--- src/rtl/vedic_div8_seq_if.sv ---
// rtl/vedic_div8_seq_if.sv - start/done handshake and operand/result bundle for the sequential divider
//
// Purpose: groups the divider's request, status and result signals so the
//          requester and the divider connect through a single port.
// Signals:
//   start       - request a division (sampled by the divider only when idle)
//   dividend    - unsigned dividend, WIDTH bits
//   divisor     - unsigned divisor, WIDTH bits
//   busy        - divider is iterating
//   done        - one-cycle pulse, results valid
//   quotient    - registered quotient, WIDTH bits
//   remainder   - registered remainder, WIDTH bits
//   div_by_zero - captured divisor was zero, held with the results
// Modports: master (requester), slave (divider).

interface vedic_div8_seq_if #(
  parameter int WIDTH = 8
);
  logic             start;
  logic [WIDTH-1:0] dividend;
  logic [WIDTH-1:0] divisor;
  logic             busy;
  logic             done;
  logic [WIDTH-1:0] quotient;
  logic [WIDTH-1:0] remainder;
  logic             div_by_zero;

  modport master (
    output start, dividend, divisor,
    input  busy, done, quotient, remainder, div_by_zero
  );

  modport slave (
    input  start, dividend, divisor,
    output busy, done, quotient, remainder, div_by_zero
  );
endinterface

--- src/rtl/vedic_div8_seq.sv ---
// rtl/vedic_div8_seq.sv - iterative restoring divider, one quotient bit per clock
//
// Purpose: unsigned WIDTH/WIDTH division producing quotient and remainder.
//          Each trial subtraction runs through chained 4-bit carry-select
//          adder slices (rem + ~divisor + 1). Divide-by-zero short-circuits
//          to DONE with quotient = all ones and remainder = dividend.
// Ports:
//   clk  - rising-edge clock
//   rst  - synchronous, active-high reset
//   bus  - vedic_div8_seq_if.slave: start/dividend/divisor in,
//          busy/done/quotient/remainder/div_by_zero out
// Parameter:
//   WIDTH - operand width, multiple of 4 and at least 4.

module vedic_csa4 (
  input  logic [3:0] a,
  input  logic [3:0] b,
  input  logic       cin,
  output logic [3:0] sum,
  output logic       cout
);
  logic [4:0] sum0;
  logic [4:0] sum1;

  // Both carry-in cases are computed up front; the incoming carry only
  // drives the final select, keeping the slice-to-slice path short.
  assign sum0 = {1'b0, a} + {1'b0, b};
  assign sum1 = {1'b0, a} + {1'b0, b} + 5'd1;
  assign sum  = cin ? sum1[3:0] : sum0[3:0];
  assign cout = cin ? sum1[4]   : sum0[4];
endmodule

module vedic_div8_seq #(
  parameter int WIDTH = 8
) (
  input  logic           clk,
  input  logic           rst,
  vedic_div8_seq_if.slave bus
);
  localparam int NSL = WIDTH / 4;
  localparam int CW  = $clog2(WIDTH) + 1;

  typedef enum logic [1:0] {
    S_IDLE = 2'd0,
    S_CALC = 2'd1,
    S_DONE = 2'd2
  } state_t;

  state_t state;
  state_t state_nx;

  logic [WIDTH-1:0] dvd_sr;       // dividend, consumed MSB first
  logic [WIDTH-1:0] dsr;          // captured divisor
  logic [WIDTH-1:0] rem;          // partial remainder
  logic [WIDTH-2:0] quo;          // quotient bits gathered so far
  logic [CW-1:0]    count;
  logic [WIDTH-1:0] quotient_r;
  logic [WIDTH-1:0] remainder_r;
  logic             dbz_r;

  logic             busy_c;
  logic             done_c;
  logic             last_iter;

  logic [WIDTH:0]   shifted;
  logic [WIDTH-1:0] trial;
  logic [WIDTH-1:0] rem_nx;
  logic [NSL:0]     carry;
  logic             no_borrow;

  // ---------------------------------------------------------------
  // Trial subtraction datapath
  // ---------------------------------------------------------------
  assign shifted  = {rem, dvd_sr[WIDTH-1]};
  assign carry[0] = 1'b1;

  for (genvar i = 0; i < NSL; i++) begin : g_slice
    vedic_csa4 u_slice (
      .a    (shifted[4*i +: 4]),
      .b    (~dsr[4*i +: 4]),
      .cin  (carry[i]),
      .sum  (trial[4*i +: 4]),
      .cout (carry[i+1])
    );
  end

  // shifted can be WIDTH+1 bits wide; if its top bit is set it already
  // exceeds any WIDTH-bit divisor, so the subtraction cannot borrow.
  assign no_borrow = shifted[WIDTH] | carry[NSL];
  assign rem_nx    = no_borrow ? trial : shifted[WIDTH-1:0];
  assign last_iter = (count == CW'(WIDTH - 1));

  // ---------------------------------------------------------------
  // FSM: state register
  // ---------------------------------------------------------------
  always_ff @(posedge clk) begin
    if (rst) begin
      state <= S_IDLE;
    end else begin
      state <= state_nx;
    end
  end

  // ---------------------------------------------------------------
  // FSM: next-state logic
  // ---------------------------------------------------------------
  always_comb begin
    state_nx = state;
    case (state)
      S_IDLE: begin
        if (bus.start) begin
          state_nx = (bus.divisor == '0) ? S_DONE : S_CALC;
        end
      end
      S_CALC: begin
        if (last_iter) begin
          state_nx = S_DONE;
        end
      end
      S_DONE:  state_nx = S_IDLE;
      default: state_nx = S_IDLE;
    endcase
  end

  // ---------------------------------------------------------------
  // FSM: outputs
  // ---------------------------------------------------------------
  always_comb begin
    busy_c = 1'b0;
    done_c = 1'b0;
    case (state)
      S_CALC:  busy_c = 1'b1;
      S_DONE:  done_c = 1'b1;
      default: ;
    endcase
  end

  // ---------------------------------------------------------------
  // Datapath registers
  // ---------------------------------------------------------------
  always_ff @(posedge clk) begin
    if (rst) begin
      dvd_sr      <= '0;
      dsr         <= '0;
      rem         <= '0;
      quo         <= '0;
      count       <= '0;
      quotient_r  <= '0;
      remainder_r <= '0;
      dbz_r       <= 1'b0;
    end else begin
      case (state)
        S_IDLE: begin
          if (bus.start) begin
            if (bus.divisor == '0) begin
              quotient_r  <= '1;
              remainder_r <= bus.dividend;
              dbz_r       <= 1'b1;
            end else begin
              dvd_sr <= bus.dividend;
              dsr    <= bus.divisor;
              rem    <= '0;
              quo    <= '0;
              count  <= '0;
              dbz_r  <= 1'b0;
            end
          end
        end
        S_CALC: begin
          rem    <= rem_nx;
          quo    <= {quo[WIDTH-3:0], no_borrow};
          dvd_sr <= {dvd_sr[WIDTH-2:0], 1'b0};
          count  <= count + CW'(1);
          // Results are published only on the final edge so the visible
          // outputs never show a half-built quotient.
          if (last_iter) begin
            quotient_r  <= {quo, no_borrow};
            remainder_r <= rem_nx;
          end
        end
        default: ;
      endcase
    end
  end

  assign bus.busy        = busy_c;
  assign bus.done        = done_c;
  assign bus.quotient    = quotient_r;
  assign bus.remainder   = remainder_r;
  assign bus.div_by_zero = dbz_r;
endmodule

--- src/flat_wrapper.sv ---
// flat-port wrapper written by rule: the top's interface ports become plain ports
module vedic_div8_seq_flat 
#(
  parameter int WIDTH = 8
)
  (clk, rst, bus_start, bus_dividend, bus_divisor, bus_busy, bus_done, bus_quotient, bus_remainder, bus_div_by_zero);
  vedic_div8_seq_if #(.WIDTH(WIDTH)) bus_i ();
  input  logic clk;
  input  logic rst;
  input wire logic [$bits(bus_i.start)-1:0] bus_start;
  input wire logic [$bits(bus_i.dividend)-1:0] bus_dividend;
  input wire logic [$bits(bus_i.divisor)-1:0] bus_divisor;
  output wire logic [$bits(bus_i.busy)-1:0] bus_busy;
  output wire logic [$bits(bus_i.done)-1:0] bus_done;
  output wire logic [$bits(bus_i.quotient)-1:0] bus_quotient;
  output wire logic [$bits(bus_i.remainder)-1:0] bus_remainder;
  output wire logic [$bits(bus_i.div_by_zero)-1:0] bus_div_by_zero;
  assign bus_i.start = bus_start;
  assign bus_i.dividend = bus_dividend;
  assign bus_i.divisor = bus_divisor;
  assign bus_busy = bus_i.busy;
  assign bus_done = bus_i.done;
  assign bus_quotient = bus_i.quotient;
  assign bus_remainder = bus_i.remainder;
  assign bus_div_by_zero = bus_i.div_by_zero;
  vedic_div8_seq #(.WIDTH(WIDTH)) u_core (.clk(clk), .rst(rst), .bus(bus_i));
endmodule
--- config.mk ---
export PLATFORM = sky130hd
export DESIGN_NAME = vedic_div8_seq_flat
export DESIGN_NICKNAME = d
export VERILOG_FILES = /design/src/rtl/vedic_div8_seq_if.sv /design/src/rtl/vedic_div8_seq.sv /design/src/flat_wrapper.sv
export SDC_FILE = /design/constraint.sdc
export NUM_CORES = 1
export LEC_CHECK = 0
export ABC_AREA = 0
export CAP_MARGIN = 40
export CORE_MARGIN = 2
export CORE_UTILIZATION = 55
export DETAILED_ROUTE_END_ITERATION = 7
export PLACE_DENSITY_LB_ADDON = 0.2
export SYNTH_ARGS = -nofsm -noshare
export SYNTH_HDL_FRONTEND = slang
export SYNTH_SLANG_ARGS = --single-unit
--- constraint.sdc ---
create_clock -name clk -period 2.8 [get_ports clk]
set_input_delay 0.56 -clock clk [delete_from_list [all_inputs] [get_ports clk]]
set_output_delay 0.56 -clock clk [all_outputs]
set_load 0.005 [all_outputs]
After elaboration in Yosys (flattened, before gate mapping). Index checks and enable logic that the tools add are counted.

Flip-flop bits (word level): 54. Word-level logic and storage cells: 63.

Add/sub/neg operators: 5. Eq/ne operators: 7. Mux-type cells: 30. Bitwise operators: 4. Reductions and logical operators: 8.

Operator list (number): 2-to-1 mux 8 bit (11); case mux 8 bit (2 select lines) (4); 2-to-1 mux 7 bit (2); case mux 7 bit (2 select lines) (1); 2-to-1 mux 4 bit (3); adder 4 x 4 -> 5 bit (2); adder 5 x 1 -> 5 bit, second input constant (2); logical NOT 8 bit (1); NOT 4 bit (2); case mux 4 bit (2 select lines) (1); 2-to-1 mux 2 bit (3); AND reduction 3 bit (2); adder 4 x 1 -> 4 bit, second input constant (1); == test 4 x 3 -> 1 bit, second input constant (1); 2-to-1 mux 1 bit (4); inequality test 2 x 1 -> 1 bit, second input constant (2); inequality test 2 bit, second input constant (2); case mux 2 bit (2 select lines) (1); AND reduction 2 bit (2); AND reduction 4 bit (1); == test 2 x 1 -> 1 bit, second input constant (1); == test 2 bit, second input constant (1); logical NOT 2 bit (1); nonzero test 2 bit (1); other kinds (2) (2).

Logic depth before layout (Yosys ltp).
Word-level depth: 8. Mapped depth: 13. Depth with buffers taken out: 12.

By module. A second synthesis with hierarchy kept.

Cell total of the unflattened synthesis: 318. Area, all modules: 2810.2 sq um.

By module, submodules not included: vedic_div8_seq (times used 1, cells each 270, area an instance 2352.3 sq um); vedic_csa4 (times used 2, cells each 24, area an instance 229.0 sq um).

Worst setup path before layout. OpenSTA, ideal clock, no wires.

Path kind: register -> register. From: reg u_core.dsr[4]. To: reg u_core.remainder_r[5] (netlist: u_core.bus.remainder[5]). Data arrival time: 2548 ps. Path slack: 178 ps. Cell stages (with the launch flop): 13. Cells stage by stage: dfxtp_1 -> inv_1 -> ha_1 -> inv_1 -> fa_1 -> inv_1 -> ha_1 -> o21ai_1 -> a211oi_2 -> nand3b_2 -> mux2i_4 -> mux2_2 -> a31oi_1.

Longest elaborated chain between the ends: 8.

Ends and longest elaborated chain: start: declaration (RTL line vedic_div8_seq.sv:53) `logic [WIDTH-1:0] dsr;`; start signal: assignment (RTL line vedic_div8_seq.sv:161) `dsr <= bus.divisor;`; NOT 4 bit * (RTL line vedic_div8_seq.sv:80) `.b (~dsr[4*i +: 4]),`; adder 4 x 4 -> 5 bit * (RTL line vedic_div8_seq.sv:27, vedic_div8_seq.sv:28); adder 5 x 1 -> 5 bit (RTL line vedic_div8_seq.sv:28) `assign sum1 = {1'b0, a} + {1'b0, b} + 5'd1;`; 2-to-1 mux 1 bit (RTL line vedic_div8_seq.sv:30) `assign cout = cin ? sum1[4] : sum0[4];`; OR 1 bit (RTL line vedic_div8_seq.sv:89) `assign no_borrow = shifted[WIDTH] | carry[NSL];`; 2-to-1 mux 8 bit * (RTL line vedic_div8_seq.sv:90) `assign rem_nx = no_borrow ? trial : shifted[WIDTH-1:0];`; 2-to-1 mux 8 bit * (RTL line vedic_div8_seq.sv:176) `if (last_iter) begin`; case mux 8 bit (2 select lines) * (RTL line vedic_div8_seq.sv:152) `case (state)`; end signal: assignment (RTL line vedic_div8_seq.sv:157) `remainder_r <= bus.dividend;`; end signal: assignment (RTL line vedic_div8_seq.sv:178) `remainder_r <= rem_nx;`; end: declaration (RTL line vedic_div8_seq.sv:58) `logic [WIDTH-1:0] remainder_r;`.

Mark *: on every way between the ends. The rest lies on a longest branch, timed or not. The select of a mux whose other input is x is not followed. A chain may end at the register's enable or synchronous reset.

Worst setup path in the final report.
From: reg u_core.dsr[4]. To: reg u_core.remainder_r[7] (netlist: u_core.bus.remainder[7]).

Same word-level chain as after synthesis.

==> PnR_summary.wiki <==
{| class="wikitable"
! Metric !! Value
|-
| Clock tree from TritonCTS || built
|-
| Source-to-sink clock delay at the later pin of the worst-skew pair || between 300 and 400 ps
|-
| H-tree levels || 2
|-
| Global placer's final weighted congestion || ~0.86
|-
| EDFF count, synth || 0
|-
| Peak ir drop on the vdd network || around 0.31 mV
|-
| Max Clk Rate || 368.0 MHz
|-
| Initial cell density of the core || 56.33%
|-
| Worst slew pin tran || about 570 ps
|-
| Critical setup path kind || flop to flop
|-
| Class of the worst hold path || flop to flop
|-
| Row Count || 26
|-
| Unique cell type count in the Yosys netlist || 57
|-
| Number of cells traversed by the worst hold path || 2
|-
| Top-area cell type share of the netlist area || roughly two fifths
|-
| Count of antenna diodes in the layout || 0
|-
| Vias after detailed routing || roughly 2500
|-
| Endpoint kind of the worst setup timing path || flop
|-
| Net count of the mapped netlist || approximately 370
|-
| Number of global-route vias before repair || roughly 2300
|-
| Leak pwr || between 1 and 1.5 nW
|-
| Syn-to-layout area delta || 20.13%
|-
| Vertical die dimension || around 76 µm
|-
| Syn Inst Count || about 330
|-
| Global-route wire length before repair || 10.45 mm
|-
| Initial detailed-routing violation count || 167
|-
| Net count, final || between 400 and 500
|-
| Die X-Extent || between 70 and 80 µm
|-
| Crit path launch type || flop
|-
| Number of buffers inserted during clock tree synthesis || 5
|-
| Top cell type by total area after synthesis || dfxtp_1
|-
| Relative max-transition margin || 62.22%
|-
| Total number of yosys warnings || 0
|-
| Max_cap viols || 0
|-
| Xor/xnor share of the synthesized area || 3.392%
|-
| Largest family of logic cells by synthesized area || simple AND/OR/NAND/NOR gates
|-
| Arrival time reported for the critical path endpoint || a little under 3000 ps
|-
| Number of antenna violations at the first check in global routing || 0
|-
| Final worst clock skew || ~5.8 ps
|-
| Mean post-synth cell area || about 8.5 µm²
|-
| Placeable core region || about 5000 µm²
|-
| Remaining Overflow, GRT || 0
|-
| Share of synthesized cell area in and, or, nand and nor gates || between 20% and 30%
|-
| Proportion of register bits with asynchronous set or reset after synthesis || 0%
|-
| Area of the mapped netlist || ~2800 µm²
|-
| Compound-Gate Fraction of Synth Area || between 10% and 20%
|-
| Biggest area contributors in the synthesized netlist || dfxtp_1 (38%), mux2i_1 (6.0%), nor2_1 (5.8%)
|-
| # clock sinks || 54
|-
| Leading post-synthesis cells by instance count || dfxtp_1 (54), nor2_1 (44), nand2_1 (34)
|-
| Number of detailed-route iterations in the first pass || 5
|-
| Avg WL per Cell || 15.03 µm
|-
| Synth Register Bits || 54
|-
| Die ar. || 5755 µm²
|-
| Cell Pwr Density || roughly 650 nW/µm²
|-
| Capture point of the worst reg-to-reg path || u_core.bus.remainder[7]$_SDFFE_PP0P_
|-
| Bufs on Longest Clock Path || 2
|-
| Post-detailed-route count of antenna-violating nets || 0
|-
| Max-slew violation count || 0
|-
| Worst hold path startpoint || u_core.dvd_sr[0]$_SDFFE_PP0P_
|-
| Post-route clock period utilization || slightly below 100%
|-
| Ratio of routed vias to standard cells || around 5.7
|-
| Number of hold violations in the final report || 0
|-
| Top-count cell post-synth || dfxtp_1
|-
| Multiplexer area fraction after synthesis || 7.181%
|-
| Port Buffers || 37
|-
| Pin count of the biggest net entering global routing || 32
|-
| Worst Reg2Reg Path Length in Cells || 13
|-
| Num ports || 38
|-
| Area share of fa/ha/maj cells after synthesis || between 5 and 6%
|-
| Max layer used || met4
|-
| GRT Resource Usage Total || 23.95%
|-
| Clock transition at the registers of the reported paths || ~100 ps
|-
| Biggest fanout along the worst timing path || 6
|-
| DRT met1 WL || 3.088 mm
|-
| Total length of routed wires || between 6 and 7 mm
|-
| Remaining DRCs || 0
|-
| Post-layout minimum cycle time || approximately 2700 ps
|-
| Run status || completed
|-
| Fraction of layout instances using a drive strength above 1 || between 10% and 20%
|-
| Required time of the critical path || between 3000 and 4000 ps
|-
| Internal reg-to-reg setup slack || approximately 83 ps
|-
| Most used flip-flop cell after synthesis || dfxtp_1
|-
| DR WL met3 || 279 µm
|-
| Total Power Consumption || around 2.2 mW
|-
| Setup violation total in the final timing report || 0
|-
| Clock root buffer || clkbuf_8
|-
| Fraction of the yosys area taken by sequential cells || 38.06%
|-
| Met2 WL post-DR || between 3 and 4 mm
|-
| Summed negative setup slack over all endpoints || 0 ps
|-
| Endpoint with the worst hold slack || u_core.dvd_sr[0]$_SDFFE_PP0P_
|-
| Reg-to-Reg Start || u_core.dsr[4]$_SDFFE_PP0P_
|-
| Number of fill cells || ~430
|-
| DPL Wire Length || approximately 4.8 mm
|}
==> power breakdown <==
part / total (mW) / switching, mW / leakage [nW] / internal [mW]
Sequential: 0.868 / 0.0414 / 0.441 / 0.826
Combinational: 0.784 / 0.403 / 0.788 / 0.381
Clock: 0.550 / 0.277 / 0.0563 / 0.273
Total: 2.20 / 0.721 / 1.29 / 1.48
==> cell usage in the layout, fill, tap and decap left out, types with 3 or more instances in the layout <==
cell / netlist / layout
a2111oi_0: 4 / 4
a211oi_1: 4 / 4
a21oi_1: 10 / 10
a22o_1: 3 / 3
a22oi_1: 8 / 8
a311oi_1: 7 / 7
buf_4: 0 / 12
clkbuf_8: 2 / 5
clkdlybuf4s50_1: 0 / 36
dfxtp_1: 54 / 53
ha_1: 10 / 10
inv_1: 20 / 19
mux2i_1: 17 / 17
nand2_1: 34 / 34
nand2b_1: 4 / 4
nand3_1: 4 / 4
nor2_1: 44 / 44
nor3_1: 21 / 21
o21ai_0: 12 / 12
o21ai_1: 5 / 5
xnor2_1: 6 / 6
xor2_1: 5 / 5
==> worst max-delay path by stage <==
| stage | from | end | depth (start not counted) |
|---|---|---|---|
| 2_1_floorplan | u_core.dsr[4]$_SDFFE_PP0P_ | u_core.bus.remainder[5]$_SDFFE_PP0P_ | 12 |
| 3_3_place_gp | u_core.dsr[4]$_SDFFE_PP0P_ | u_core.rem[2]$_SDFFE_PP0P_ | 13 |
| 3_5_place_dp | u_core.rem[3]$_SDFFE_PP0P_ | u_core.rem[1]$_SDFFE_PP0P_ | 12 |
| 4_1_cts | u_core.rem[3]$_SDFFE_PP0P_ | u_core.rem[1]$_SDFFE_PP0P_ | 12 |
| 5_1_grt | u_core.dsr[4]$_SDFFE_PP0P_ | u_core.bus.remainder[7]$_SDFFE_PP0P_ | 13 |
| 6_report | u_core.dsr[4]$_SDFFE_PP0P_ | u_core.bus.remainder[7]$_SDFFE_PP0P_ | 13 |
==> what timing repair did <==
action | 4_1_cts | 5_1_grt
hold endpoints to repair | 0 | 0
resized for setup | 0 | 3
buffers inserted | 0 | 2
hold buffers | 0 | 0
setup endpoints to repair | 0 | 11
==> flip-flops by register name, summed over array words and instances (netlist names) <==
register                count
u_core.rem                  8
u_core.quo                  7
u_core.bus.quotient         8
u_core.count                4
u_core.dsr                  8
u_core.bus.remainder        8
u_core.state                2
u_core.bus.div_by_zero      1
u_core.dvd_sr               8
==> layer usage <==
metal | global-route usage [%] | vias up
li1 | - | 1253
met4 | 8.967 | 0
met2 | 39.94 | 51
met1 | 30.68 | 1207
met5 | 0 | -
met3 | 4.497 | 9
==> critical path: stages (launching register included) <==
cell and delay, ps:
dfxtp_1 340, inv_1 40, ha_1 180, inv_1 70, fa_1 420, inv_2 90
ha_1 140, o21ai_1 100, a211oi_2 270, nand3b_4 120, mux2i_4 240, buf_4 160
nor4bb_1 120, or3_1 340
==> through the flow <==
step / std cells / utilization (%) / setup slack, ps / instance area, µm² / hold slack, ps
2_1_floorplan: 334 / - / 177.6 / 2840 / 432.1
3_3_place_gp: 432 / 64.62 / 164.3 / 3258 / 442.9
3_5_place_dp: 433 / 64.84 / 55.98 / 3269 / 446.3
4_1_cts: 441 / 67.17 / 4.155 / 3387 / 465.7
5_1_grt: 443 / 67.67 / -47.22 / 3412 / 510.7
6_report: 443 / 67.67 / 82.89 / 3412 / 464.1
==> area by class of cell <==
| type | count | area, µm² | area share (%) |
|---|---|---|---|
| well taps | 70 | 87.58 | 2.567 |
| inverters | 21 | 78.83 | 2.310 |
| clock inverters | 3 | 48.80 | 1.430 |
| multi-input cells | 240 | 1579 | 46.28 |
| flip-flops and latches | 54 | 1082 | 31.72 |
| clock buffers | 5 | 68.82 | 2.017 |
| repair buffers | 50 | 466.7 | 13.68 |
==> kinds of logic (layout without fill, tap and decap cells) <==
family,after synthesis,after routing
and+or+nand+nor,126,126
AOI/OAI and AO/OA,72,72
muxes,19,19
xor gates and xnor gates,11,11
adders and majority gates,12,12
DFF,54,54
buffers and inverters,40,79
Power figures use the tool's default switching activity.
==> edit: new RTL, same flow settings <==
`WIDTH` is set to 8 in 3 places; all go to 4.
--- a/src/rtl/vedic_div8_seq_if.sv
+++ b/src/rtl/vedic_div8_seq_if.sv
@@ -15,5 +15,5 @@
 
 interface vedic_div8_seq_if #(
-  parameter int WIDTH = 8
+  parameter int WIDTH = 4
 );
   logic             start;
--- a/src/rtl/vedic_div8_seq.sv
+++ b/src/rtl/vedic_div8_seq.sv
@@ -32,5 +32,5 @@
 
 module vedic_div8_seq #(
-  parameter int WIDTH = 8
+  parameter int WIDTH = 4
 ) (
   input  logic           clk,
--- a/src/flat_wrapper.sv
+++ b/src/flat_wrapper.sv
@@ -2,5 +2,5 @@
 module vedic_div8_seq_flat 
 #(
-  parameter int WIDTH = 8
+  parameter int WIDTH = 4
 )
   (clk, rst, bus_start, bus_dividend, bus_divisor, bus_busy, bus_done, bus_quotient, bus_remainder, bus_div_by_zero);
Interface: changed (resized bus_dividend, bus_divisor, bus_quotient and bus_remainder); port bits go from 38 to 22. The function was not compared with the original's and may differ.
==> edit against the unedited design <==
  * Synthesized cell count decreased by 54%
  * Final area decreased by 53%
  * Power decreased by 61%
  * Critical endpoint is now bus_busy
  * Via count decreased by 54%
  * Highest routed layer unchanged
  * Count of clock-buffer cells in the layout unchanged
  * Setup slack improved by 0.43 ns
  * Area after synthesis decreased by 52%
  * Sequential cell count decreased by 25
  * Largest power group unchanged
  * Wire length decreased by 60%
==> edit: results (changes against the unedited design) <==
Synth
  – Yosys cell types: 35 (-39%)
  – Total nets after synthesis: 170 (-53%)
  – Synthesized flop and latch total: 29 (-46%)
  – Avg Inst Size Synth: 8.91 sq um (+4.7%)
  – Synth top area cells: dfxtp_1, nand2_1, nor2_1
  – Seq/Total Area, Yosys: 0.429 (+0.0482)
  – Synth top cells by count: dfxtp_1, nand2_1, nor2_1

Final layout
  – Share of cells above drive strength 1: 0.114 (+0.0118)
  – Inverters: 7 (-67%)
  – Plain + repair buffers: 23 (-54%)
  – Final #Nets: 193 (-52%)
  – Layout non-clock buf frac: 0.139 (+0.00265)
  – Fillers: 189 (-56%)
  – FF/Latch Area: 581 sq um (-46%)
  – Multi-input logic portion of the cell area: 0.429 (-0.0337)

Worst setup path
  – FF-to-FF path depth: 9 (-4)
  – Critical Path Max Stage Delay: 0.46 ns (+0.04 ns)
  – CP Data Arrival Time: 1.73 ns (-1.19 ns)
  – Crit path max-delay cell type: clkdlybuf4s50_1
  – Reg2Reg Setup Slack: 0.57 ns (+0.49 ns)
  – CP delay by family, top: buffers and inverters
  – FF-to-FF Start: u_core.dvd_sr[3]$_SDFFE_PP0P_
  – Critical Path End: bus_busy
  – Reg2Reg Capture Point: u_core.bus.remainder[1]$_SDFFE_PP0P_

Clock tree
  – Clk Latency, worst-skew pair: 0.33 ns (+0.02 ns)
  – CTS Root Buffer Type: clkbuf_4

Die
  – # Taps: 28 (-60%)

Global routing
  – GRT met3 Usage: 0.106 (+0.0606)
  – Number of global-route vias before repair: 1104 (-52%)
  – Largest net degree at the start of global routing: 30 (-6.3%)
  – GR met1 Demand/Resource: 0.284 (-0.0230)

Outcome
  – Status: finished, final reports clean

Placed design
  – Global placer's final weighted congestion: 0.774 (-10%)
  – Dpl hpwl: 1.92 mm (-60%)
  – PortBufs: 21 (-43%)

Drt
  – Metal-1 WL: 1.26 mm (-59%)
  – Pre-antenna DRT Iters: 4 (-1)
  – Met2 wire len: 1.25 mm (-61%)
  – Vias: 1155 (-54%)

Worst hold path
  – Hold EP: u_core.dsr[1]$_SDFFE_PP0P_

Pwr
  – Leakage: 0.592 nW (-54%)
  – Peak supply drop: 0.000400 V (+27%)
  – Sw power: 0.260 mW (-64%)

Timing
  – Worst slew margin: 0.552 (-0.0704)
-- edit: power by group through the flow --
stage	Clock, mW	Sequential, mW	Combinational [mW]
after floorplan	0	0.457	0.123
after global placement	0	0.460	0.164
after detailed placement	0	0.461	0.169
after CTS	0.258	0.451	0.170
after global routing	0.276	0.455	0.193
final	0.246	0.451	0.170
-- edit: logic make-up (layout without fill, tap and decap cells) --
family / after synthesis / in the layout / synth area share
AOI/OAI and AO/OA: 37 / 37 / 0.210
buffers and inverters: 14 / 38 / 0.0591
muxes: 2 / 2 / 0.0157
and+or+nand+nor: 62 / 62 / 0.210
xor gates and xnor gates: 1 / 1 / 0.00647
adders and majority gates: 7 / 7 / 0.0702
DFF: 29 / 29 / 0.429
-- edit: metrics by stage --
step / util / power (mW)
final: 0.710 / 0.867
after global routing: 0.710 / 0.924
after CTS: 0.710 / 0.879
after detailed placement: 0.686 / 0.630
after global placement: 0.686 / 0.624
after floorplan: - / 0.580
